### src/rtl/tap_step_bank_ctrl.sv
// tap_step_bank_ctrl
// Multi-channel tap-step bank with a get/set command decoder. A rising edge
// on inputCmdTrigger starts a command that completes three edges later with
// a one-cycle cmdDone pulse, plus cmdErr when the command was rejected.
//
// Ports:
//   clk             system clock, sole domain
//   rest            synchronous active-high reset
//   inputCmd        32-bit command word, sampled in the trigger-rise cycle
//   inputCmdTrigger command strobe, rising edge starts a command
//   overDec         live per-channel over-range level (CH_N bits)
//   tapStep         packed tap steps, channel c at [c*TAP_W +: TAP_W]
//   outputValue     read-back data of the most recent get
//   cmdBusy         high while a command is in flight
//   cmdDone         one-cycle completion pulse
//   cmdErr          one-cycle reject pulse, coincident with cmdDone
module tap_step_bank_ctrl #(
  parameter int CH_N    = 4,
  parameter int TAP_W   = 4,
  parameter int TAP_RST = 0
) (
  input  logic                    clk,
  input  logic                    rest,
  input  logic [31:0]             inputCmd,
  input  logic                    inputCmdTrigger,
  input  logic [CH_N-1:0]         overDec,
  output logic [CH_N*TAP_W-1:0]   tapStep,
  output logic [31:0]             outputValue,
  output logic                    cmdBusy,
  output logic                    cmdDone,
  output logic                    cmdErr
);

  typedef enum logic [2:0] {IDLE, DECODE, GET, SET, ERR} state_t;

  state_t                  state;
  state_t                  state_next;
  logic [31:0]             cmd_q;
  logic                    trig_d;
  logic [CH_N-1:0]         over_d;
  logic [CH_N-1:0]         sticky;
  logic [CH_N-1:0]         sticky_next;
  logic [CH_N-1:0]         clr_mask;
  logic [CH_N*TAP_W-1:0]   tap_q;
  logic [31:0]             out_q;
  logic                    done_q;
  logic                    err_q;
  logic                    rise;
  logic [3:0]              opcode;
  logic [3:0]              sel;
  logic [7:0]              ch;
  logic [15:0]             data;
  logic [31:0]             data_ext;
  logic                    ch_ok;
  logic                    get_ok;
  logic                    set_ok;
  logic [TAP_W-1:0]        tap_sel;
  logic                    sticky_sel;
  logic                    over_sel;
  logic [31:0]             get_value;

  assign rise     = inputCmdTrigger & ~trig_d;
  assign opcode   = cmd_q[31:28];
  assign sel      = cmd_q[27:24];
  assign ch       = cmd_q[23:16];
  assign data     = cmd_q[15:0];
  // Zero-extend so the W1C mask can be sliced for any CH_N up to 32.
  assign data_ext = {16'h0000, data};
  assign ch_ok    = (ch < 8'(CH_N));

  // sel 2 and sel 3 gets ignore ch; only per-channel access needs range check.
  assign get_ok = (opcode == 4'd6) &&
                  (((sel == 4'd1) && ch_ok) || (sel == 4'd2) || (sel == 4'd3));
  assign set_ok = (opcode == 4'd7) &&
                  (((sel == 4'd1) && ch_ok) || (sel == 4'd2));

  // State register.
  always_ff @(posedge clk) begin
    if (rest) state <= IDLE;
    else      state <= state_next;
  end

  // Next-state logic; a rise outside IDLE is simply dropped.
  always_comb begin
    state_next = state;
    case (state)
      IDLE:    if (rise) state_next = DECODE;
      DECODE: begin
        if (get_ok)      state_next = GET;
        else if (set_ok) state_next = SET;
        else             state_next = ERR;
      end
      GET, SET, ERR: state_next = IDLE;
      default:       state_next = IDLE;
    endcase
  end

  // Pick the addressed channel's fields for a sel 1 get.
  always_comb begin
    tap_sel    = '0;
    sticky_sel = 1'b0;
    over_sel   = 1'b0;
    for (int c = 0; c < CH_N; c++) begin
      if (8'(c) == ch) begin
        tap_sel    = tap_q[c*TAP_W +: TAP_W];
        sticky_sel = sticky[c];
        over_sel   = over_d[c];
      end
    end
  end

  always_comb begin
    get_value = '0;
    case (sel)
      4'd1:    get_value = 32'({sticky_sel, over_sel, tap_sel});
      4'd2:    get_value = 32'(sticky);
      4'd3:    get_value = {8'h54, 8'(CH_N), 8'(TAP_W), 8'h01};
      default: get_value = '0;
    endcase
  end

  // Set is ORed in after the clear so a simultaneous over-range wins.
  always_comb begin
    clr_mask = '0;
    if ((state == SET) && (sel == 4'd2)) clr_mask = data_ext[CH_N-1:0];
    sticky_next = (sticky & ~clr_mask) | over_d;
  end

  // Datapath: command capture, sticky flags, tap bank and completion pulses.
  always_ff @(posedge clk) begin
    if (rest) begin
      trig_d <= 1'b0;
      over_d <= '0;
      sticky <= '0;
      cmd_q  <= '0;
      tap_q  <= {CH_N{TAP_W'(TAP_RST)}};
      out_q  <= '0;
      done_q <= 1'b0;
      err_q  <= 1'b0;
    end else begin
      trig_d <= inputCmdTrigger;
      over_d <= overDec;
      sticky <= sticky_next;
      done_q <= 1'b0;
      err_q  <= 1'b0;
      if ((state == IDLE) && rise) cmd_q <= inputCmd;
      case (state)
        GET: begin
          out_q  <= get_value;
          done_q <= 1'b1;
        end
        SET: begin
          if (sel == 4'd1) begin
            for (int c = 0; c < CH_N; c++) begin
              if (8'(c) == ch) tap_q[c*TAP_W +: TAP_W] <= data[TAP_W-1:0];
            end
          end
          done_q <= 1'b1;
        end
        ERR: begin
          if (opcode == 4'd6) out_q <= 32'hA55A_AA55;
          done_q <= 1'b1;
          err_q  <= 1'b1;
        end
        default: ;
      endcase
    end
  end

  assign tapStep     = tap_q;
  assign outputValue = out_q;
  assign cmdBusy     = (state != IDLE);
  assign cmdDone     = done_q;
  assign cmdErr      = err_q;

endmodule

### config.mk
export PLATFORM = sky130hd
export DESIGN_NAME = tap_step_bank_ctrl
export DESIGN_NICKNAME = d
export VERILOG_FILES = /design/src/rtl/tap_step_bank_ctrl.sv
export SDC_FILE = /design/constraint.sdc
export NUM_CORES = 1
export LEC_CHECK = 0
export CAP_MARGIN = 20
export CORE_MARGIN = 4
export CORE_UTILIZATION = 45
export CTS_CLUSTER_SIZE = 28
export DETAILED_ROUTE_END_ITERATION = 12
export PLACE_DENSITY = 0.8
export SLEW_MARGIN = 15
export SYNTH_ARGS = -nofsm -noshare
export SYNTH_HDL_FRONTEND = slang
export SYNTH_SLANG_ARGS = --single-unit
### constraint.sdc
create_clock -name clk -period 1.7 [get_ports clk]
set_input_delay 0.255 -clock clk [delete_from_list [all_inputs] [get_ports clk]]
set_output_delay 0.255 -clock clk [all_outputs]
set_load 0.02 [all_outputs]
==> results_dict.tcl, run 1 <==
set metrics [dict create \
    status "completed" \
    synth_flop_cell "dfxtp_1" \
    yosysWarnings 0 \
    power_leakage_nw 1.60 \
    critical-path-max-stage-delay_ns 0.38 \
    synth_top_family_by_area "simple AND/OR/NAND/NOR gates" \
    synth_enable_flop_cells 0 \
    grt_max_degree 31 \
    r2r_start "state[2]" \
    syn-cell-area_sq_mm 0.00260 \
    drc 0 \
    min-delay-path-class "input pin to flip-flop" \
    criticalPathCategory "flip-flop to output port" \
    total_power_w 0.00299 \
    async_reset_ff_frac 0 \
    numCtsBuffers 9 \
    cts_tree "yes" \
    use_met3 0.0573 \
    n_antenna_cell 0 \
    wl_per_cell_um 14.0 \
    routed-via-count 2217 \
    synth-seq-cells 59 \
    synth_mux_area_frac 0.114 \
    cts-root-buf "clkbuf_8" \
    cts_buffer_depth 2 \
    worstHoldStart "rest" \
    met1_usage 0.206 \
    max_freq_mhz 611 \
    track_usage 0.179 \
    drt-pass1-iter-count 4 \
    worst_pin_slew_ns 0.540 \
    clkTransAtPathRegs_ns 0.06 \
    post_route_cells_drive_above_1_share 0.149 \
    period_minus_slack_ns 1.64 \
    clk_latency_ns 0.34 \
    final_nets 390 \
    critPathMaxFanout 7 \
    htreeDepth 3 \
    fin_worst_skew_ns 0.00668 \
    finalHoldViolations 0 \
    synth_fa_ha_area_frac 0 \
    dieHeight_um 84.0 \
    crit_path_start "state[2]" \
    postRouteAntennaNets 0 \
    vdd.ir_drop.worst_mv 0.491 \
    ctsHoldBuffers 0 \
    synth_xor_area_frac 0 \
    final.setup.tns_ns 0 \
    rsz0062_at_grt "no" \
    grt_pass1_wl_um 10100 \
    core_sq_mm 0.00554 \
    hold_path_depth 2 \
    via_per_inst 5.18 \
    io_buffers 68 \
    cp_top_family "flip-flops" \
    dieWidth_um 84.0 \
    slew_viol_final 0 \
    num_rows 27 \
    syn_area_per_cell_sq_um 9.26 \
    slowest_stage "dfxtp_1" \
    wirelength_um 5980 \
    final_util 0.635 \
    critical_path_buf_inv_count 1 \
    ctsResizeCount 5 \
    area_growth_pct 35.3 \
    yosysSeqAreaShare 0.454 \
    synthCells 281 \
    postCtsSetupBuffers 0 \
    worst_setup_path_end_kind "output port" \
    routabilityCongestion 0.789 \
    first_global_vias 2142 \
    p_per_area_mw_per_mm2 851 \
    path_cells "or3_4 -> clkdlybuf4s15_1" \
    cts.sinks 59 \
    slew_headroom 0.635 \
    startpoint_type "flip-flop" \
    required_ns 1.44 \
    fin_crit_sh 0.963 \
    grt_use_met2 0.299 \
    place_hpwl_um 4330 \
    synth-simple-area-share 0.246 \
    initialDrtViolationCount 96 \
    synth_cell_types 42 \
    dieArea_sq_mm 0.00706 \
    cp_num_cells 2 \
    synth_compound_area_frac 0.0847 \
    busiest_layer "met2" \
    ff2ff_path_depth 4 \
    setup_viol_count_final 0 \
    arrival_ns 1.38 \
    drv_cap 0 \
    grt_overflow_total 0 \
    io_pins 90 \
    antenna_found_initial 0 \
    start_util 0.470 \
]
-- worst reg2reg max path: stages, from the launching register on --
cell and delay (ns):
dfxtp_1 0.38, or3_4 0.37, or3b_4 0.50, nand2_1 0.12, a21oi_1 0.07
-- stage by stage --
step,hold slack (ns),worst slack [ns],std cells,cell area [sq um]
6_report,0.235,0.0623,428,3520
5_1_grt,0.233,0.0117,428,3520
4_1_cts,0.219,0.00232,428,3490
3_5_place_dp,0.459,0.117,412,3310
3_3_place_gp,0.450,0.147,412,3310
2_1_floorplan,0.383,0.131,289,2630
-- layout by cell type, fill, tap and decap left out, types with 2 or more instances in the layout --
master / netlist / final
nor3b_2: 1 / 2
a21oi_1: 23 / 23
clkdlybuf4s50_1: 0 / 54
mux2i_1: 16 / 16
nor2b_1: 8 / 8
nand2_1: 45 / 45
inv_1: 2 / 2
o21ai_0: 3 / 3
nor3_1: 5 / 5
dlymetal6s2s_1: 0 / 9
dfxtp_2: 0 / 2
and3b_1: 2 / 2
conb_1: 1 / 9
nand3_1: 7 / 7
dlygate4sd2_1: 0 / 3
nand3b_1: 3 / 3
nor4b_1: 4 / 4
a221oi_1: 2 / 2
buf_4: 24 / 21
nor2_1: 28 / 28
o21bai_1: 2 / 2
mux4_2: 6 / 6
dfxtp_1: 59 / 57
and4b_1: 4 / 4
clkinv_2: 0 / 5
clkbuf_8: 0 / 10
nand4_1: 4 / 4
-- Yosys cell counts (4+ instances only) --
master / n / area (sq um)
nand3_1: 7 / 35.0
nor4b_1: 4 / 35.0
nand4_1: 4 / 25.0
nand2_1: 45 / 169
nor2_1: 28 / 105
nor2b_1: 8 / 50.1
and4b_1: 4 / 40.0
buf_4: 24 / 180
dfxtp_1: 59 / 1180
mux4_2: 6 / 135
clkbuf_1: 6 / 22.5
nor3_1: 5 / 25.0
buf_2: 5 / 25.0
mux2i_1: 16 / 160
a21oi_1: 23 / 115
-- layout make-up --
cell class / count / area [sq um]
multi-input cells: 190 / 1190
clock buffers: 10 / 138
flip-flops and latches: 59 / 1180
clock inverters: 6 / 55.1
fillers: 485 / 2020
well taps: 72 / 90.1
inverters: 2 / 7.51
repair buffers: 89 / 852
-- layer usage --
metal / vias up / share of wire
li1: 1092 / -
met1: 1036 / 0.42
met2: 78 / 0.50
met3: 11 / 0.062
met4: 0 / 0.016
met5: - / 0
-- state kept, by name, summed over array words and instances, names as in the netlist --
name and cells:
over_d 4, tapStep 16, trig_d 1, sticky 4
cmdErr 1, cmdDone 1, state 3, cmd_q 20
outputValue 9
-- where the power goes --
group          internal (W)  switching [W]
Clock              0.000703       0.000538
Combinational      0.000144       0.000136
Sequential          0.00143      0.0000456
Total               0.00227       0.000719
-- path summary, 6_finish.rpt --
kind	to	slack, ns
worst min-delay path	outputValue[30]	0.24
worst max register to register	cmd_q[18]	0.14
worst max-delay path	cmdBusy	0.06
worst min register to register	cmd_q[31]	0.46
-- cells by family after synthesis --
family,count (synthesis)
muxes,22
and+or+nand+nor,122
DFF,59
AOI/OAI and AO/OA,37
other,1
buffers and inverters,40
Note: power is estimated with default switching activity, not from simulation.
==> inputs of run 2 (changes only) <==
--- a/config.mk
+++ b/config.mk
@@ -10,6 +10,8 @@
 export CORE_UTILIZATION = 45
 export CTS_CLUSTER_SIZE = 28
 export DETAILED_ROUTE_END_ITERATION = 12
+export GPL_TIMING_DRIVEN = 0
+export HOLD_SLACK_MARGIN = 0.1
 export PLACE_DENSITY = 0.8
 export SLEW_MARGIN = 15
 export SYNTH_ARGS = -nofsm -noshare
==> results_dict.tcl, run 2 (synthesis results as in run 1) <==
set metrics [dict create \
    routed-via-count 2302 \
    io_buffers 68 \
    layout.cells.most_common "dfxtp_1" \
    max_freq_mhz 607 \
    dieWidth_um 84.0 \
    startpoint_type "flip-flop" \
    vdd.ir_drop.worst_mv 0.590 \
    fill_cells 489 \
    track_usage 0.186 \
    setup_viol_count_final 0 \
    worstHoldStart "inputCmd[24]" \
    power_leakage_nw 1.57 \
    netSwitchingFraction 0.238 \
    dpl_worst_slack_ns -0.200 \
    slowest_stage "or3_4" \
    final_cells 448 \
    regMostFlops "cmd_q" \
    path_cells "or3_4 -> clkdlybuf4s15_2" \
    numCtsBuffers 9 \
    seqCellArea_sq_mm 0.00119 \
    wl_per_cell_um 14.5 \
    arrival_ns 1.39 \
    power_frac_comb 0.101 \
    hold_path_depth 3 \
    largest_register_ff_count 20 \
    fin_worst_skew_ns 0.00789 \
    hold-path-endpoint "cmd_q[24]" \
    clk_latency_ns 0.34 \
    start_util 0.470 \
    io_pins 90 \
    initialDrtViolationCount 156 \
    slew_headroom 0.620 \
    criticalPathCategory "flip-flop to output port" \
    core_sq_mm 0.00554 \
    fin_crit_sh 0.970 \
    critical-path-max-stage-delay_ns 0.42 \
    final_nets 410 \
    switching_power_w 0.000719 \
    worst_pin_slew_ns 0.563 \
    clkTransAtPathRegs_ns 0.06 \
    area_growth_pct 40.4 \
    num_rows 27 \
    multiInputGateArea_sq_mm 0.00123 \
    required_ns 1.44 \
    power_frac_seq 0.490 \
    r2r_slack_ns 0.06 \
    n_antenna_cell 0 \
    postRouteAntennaNets 0 \
    pwr-share-clk 0.410 \
    worst_setup_path_end_kind "output port" \
    routabilityCongestion 0.807 \
    cts-root-buf "clkbuf_8" \
    critPathMaxFanout 9 \
    drc 0 \
    placed_cells 429 \
    via_per_inst 5.14 \
    postLayoutSetupSlackWorst_ns 0.0518 \
    post_route_cells_drive_above_1_share 0.181 \
    dieArea_sq_mm 0.00706 \
    htreeDepth 3 \
    ctsHoldBuffers 0 \
    antenna_found_initial 0 \
    dieHeight_um 84.0 \
    drt-pass1-iter-count 4 \
    wirelength_um 6480 \
    intPower_w 0.00230 \
    grt_overflow_total 0 \
    grt_max_degree 15 \
    r2r_end "tapStep[8]" \
    slew_viol_final 0 \
    grt_pass1_wl_um 10500 \
    cts_tree "yes" \
    p_per_area_mw_per_mm2 827 \
    final_cell_mix "55 x dfxtp_1, 53 x clkdlybuf4s50_1, 45 x nand2_1, 29 x buf_4, 28 x nor2_1" \
    cts_buffer_depth 2 \
    finalHoldViolations 0 \
    status "completed" \
    crit_path_start "state[0]" \
    r2r_start "cmd_q[17]" \
    period_minus_slack_ns 1.65 \
    place_hpwl_um 4640 \
    first_global_vias 2208 \
    min-delay-path-class "input pin to flip-flop" \
    drv_cap 0 \
    cts.sinks 59 \
    ff2ff_path_depth 6 \
]
## run 2: cell types whose count changed in the layout (fill, tap and decap cells not counted), moves of 2 or more
cell            previous run  this run
buf_4                     21        29
buf_2                      1         4
clkinv_2                   5         1
dlymetal6s2s_1             9         0
clkbuf_1                   0         9
buf_6                      0         2
dfxtp_1                   57        55
dlygate4sd2_1              3        14
## run 2: layout make-up
class,count,area share
clock buffers,14,0.0418
well taps,72,0.0247
plain buffers,37,0.0692
inverters,2,0.00206
clock inverters,2,0.00959
flip-flops and latches,59,0.325
multi-input cells,190,0.337
repair buffers,72,0.190
## run 2: power groups by stage
stage | clock network, W | registers, W | logic, W
after floorplan | 0 | 0.00149 | 0.000188
after global placement | 0 | 0.00150 | 0.000290
after detailed placement | 0 | 0.00150 | 0.000295
after CTS | 0.00125 | 0.00147 | 0.000297
after global routing | 0.00131 | 0.00148 | 0.000332
final | 0.00124 | 0.00148 | 0.000305
## run 2: stage by stage
step,utilization,hold slack (ns),cell area [sq um],power (W),TNS (ns)
final,0.659,0.459,3650,0.00302,0
after CTS,0.653,0.452,3620,0.00302,0
after global routing,0.659,0.456,3650,0.00312,-0.0131
after floorplan,-,0.383,2630,0.00168,0
after detailed placement,0.614,0.462,3400,0.00180,-5.72
after global placement,0.614,0.454,3400,0.00179,-4.42
## run 2: timing repair
action                                  CTS  global route
endpoints found under the setup margin   38            43
pin swaps                                 3             0
gates resized for setup                  21            10
buffers inserted                          4             0
## run 2: worst max-delay path: cells and delay by family (launching register included)
family | cells | cell delay (ns)
flops | 1 | 0.37
buf+inv | 1 | 0.27
simple gates | 1 | 0.42
## run 2: worst max-delay path by stage
stage / cells past startpoint / end / slack, ns
after floorplan: 5 / cmd_q[16] / 0.13
after global placement: 4 / cmd_q[17] / -0.15
after detailed placement: 4 / cmd_q[30] / -0.20
after CTS: 2 / cmdBusy / 0.02
after global routing: 6 / tapStep[8] / -0.009
final: 2 / cmdBusy / 0.05
## run 2: metal layers
| layer | track usage | vias up | wire (um) |
|---|---|---|---|
| met3 | 0.0563 | 16 | 498 |
| met4 | 0.0804 | 0 | 152 |
| li1 | - | 1130 | - |
| met1 | 0.223 | 1066 | 2710 |
| met5 | 0 | - | 0 |
| met2 | 0.306 | 90 | 3120 |
==> inputs of run 3 (changes only) <==
--- a/config.mk
+++ b/config.mk
@@ -5,9 +5,9 @@
 export SDC_FILE = /design/constraint.sdc
 export NUM_CORES = 1
 export LEC_CHECK = 0
-export CAP_MARGIN = 20
 export CORE_MARGIN = 4
 export CORE_UTILIZATION = 45
+export CTS_CLUSTER_DIAMETER = 30
 export CTS_CLUSTER_SIZE = 28
 export DETAILED_ROUTE_END_ITERATION = 12
 export GPL_TIMING_DRIVEN = 0
==> results of run 3 <==
Final layout, timing and power as in run 2 (identical DEF).
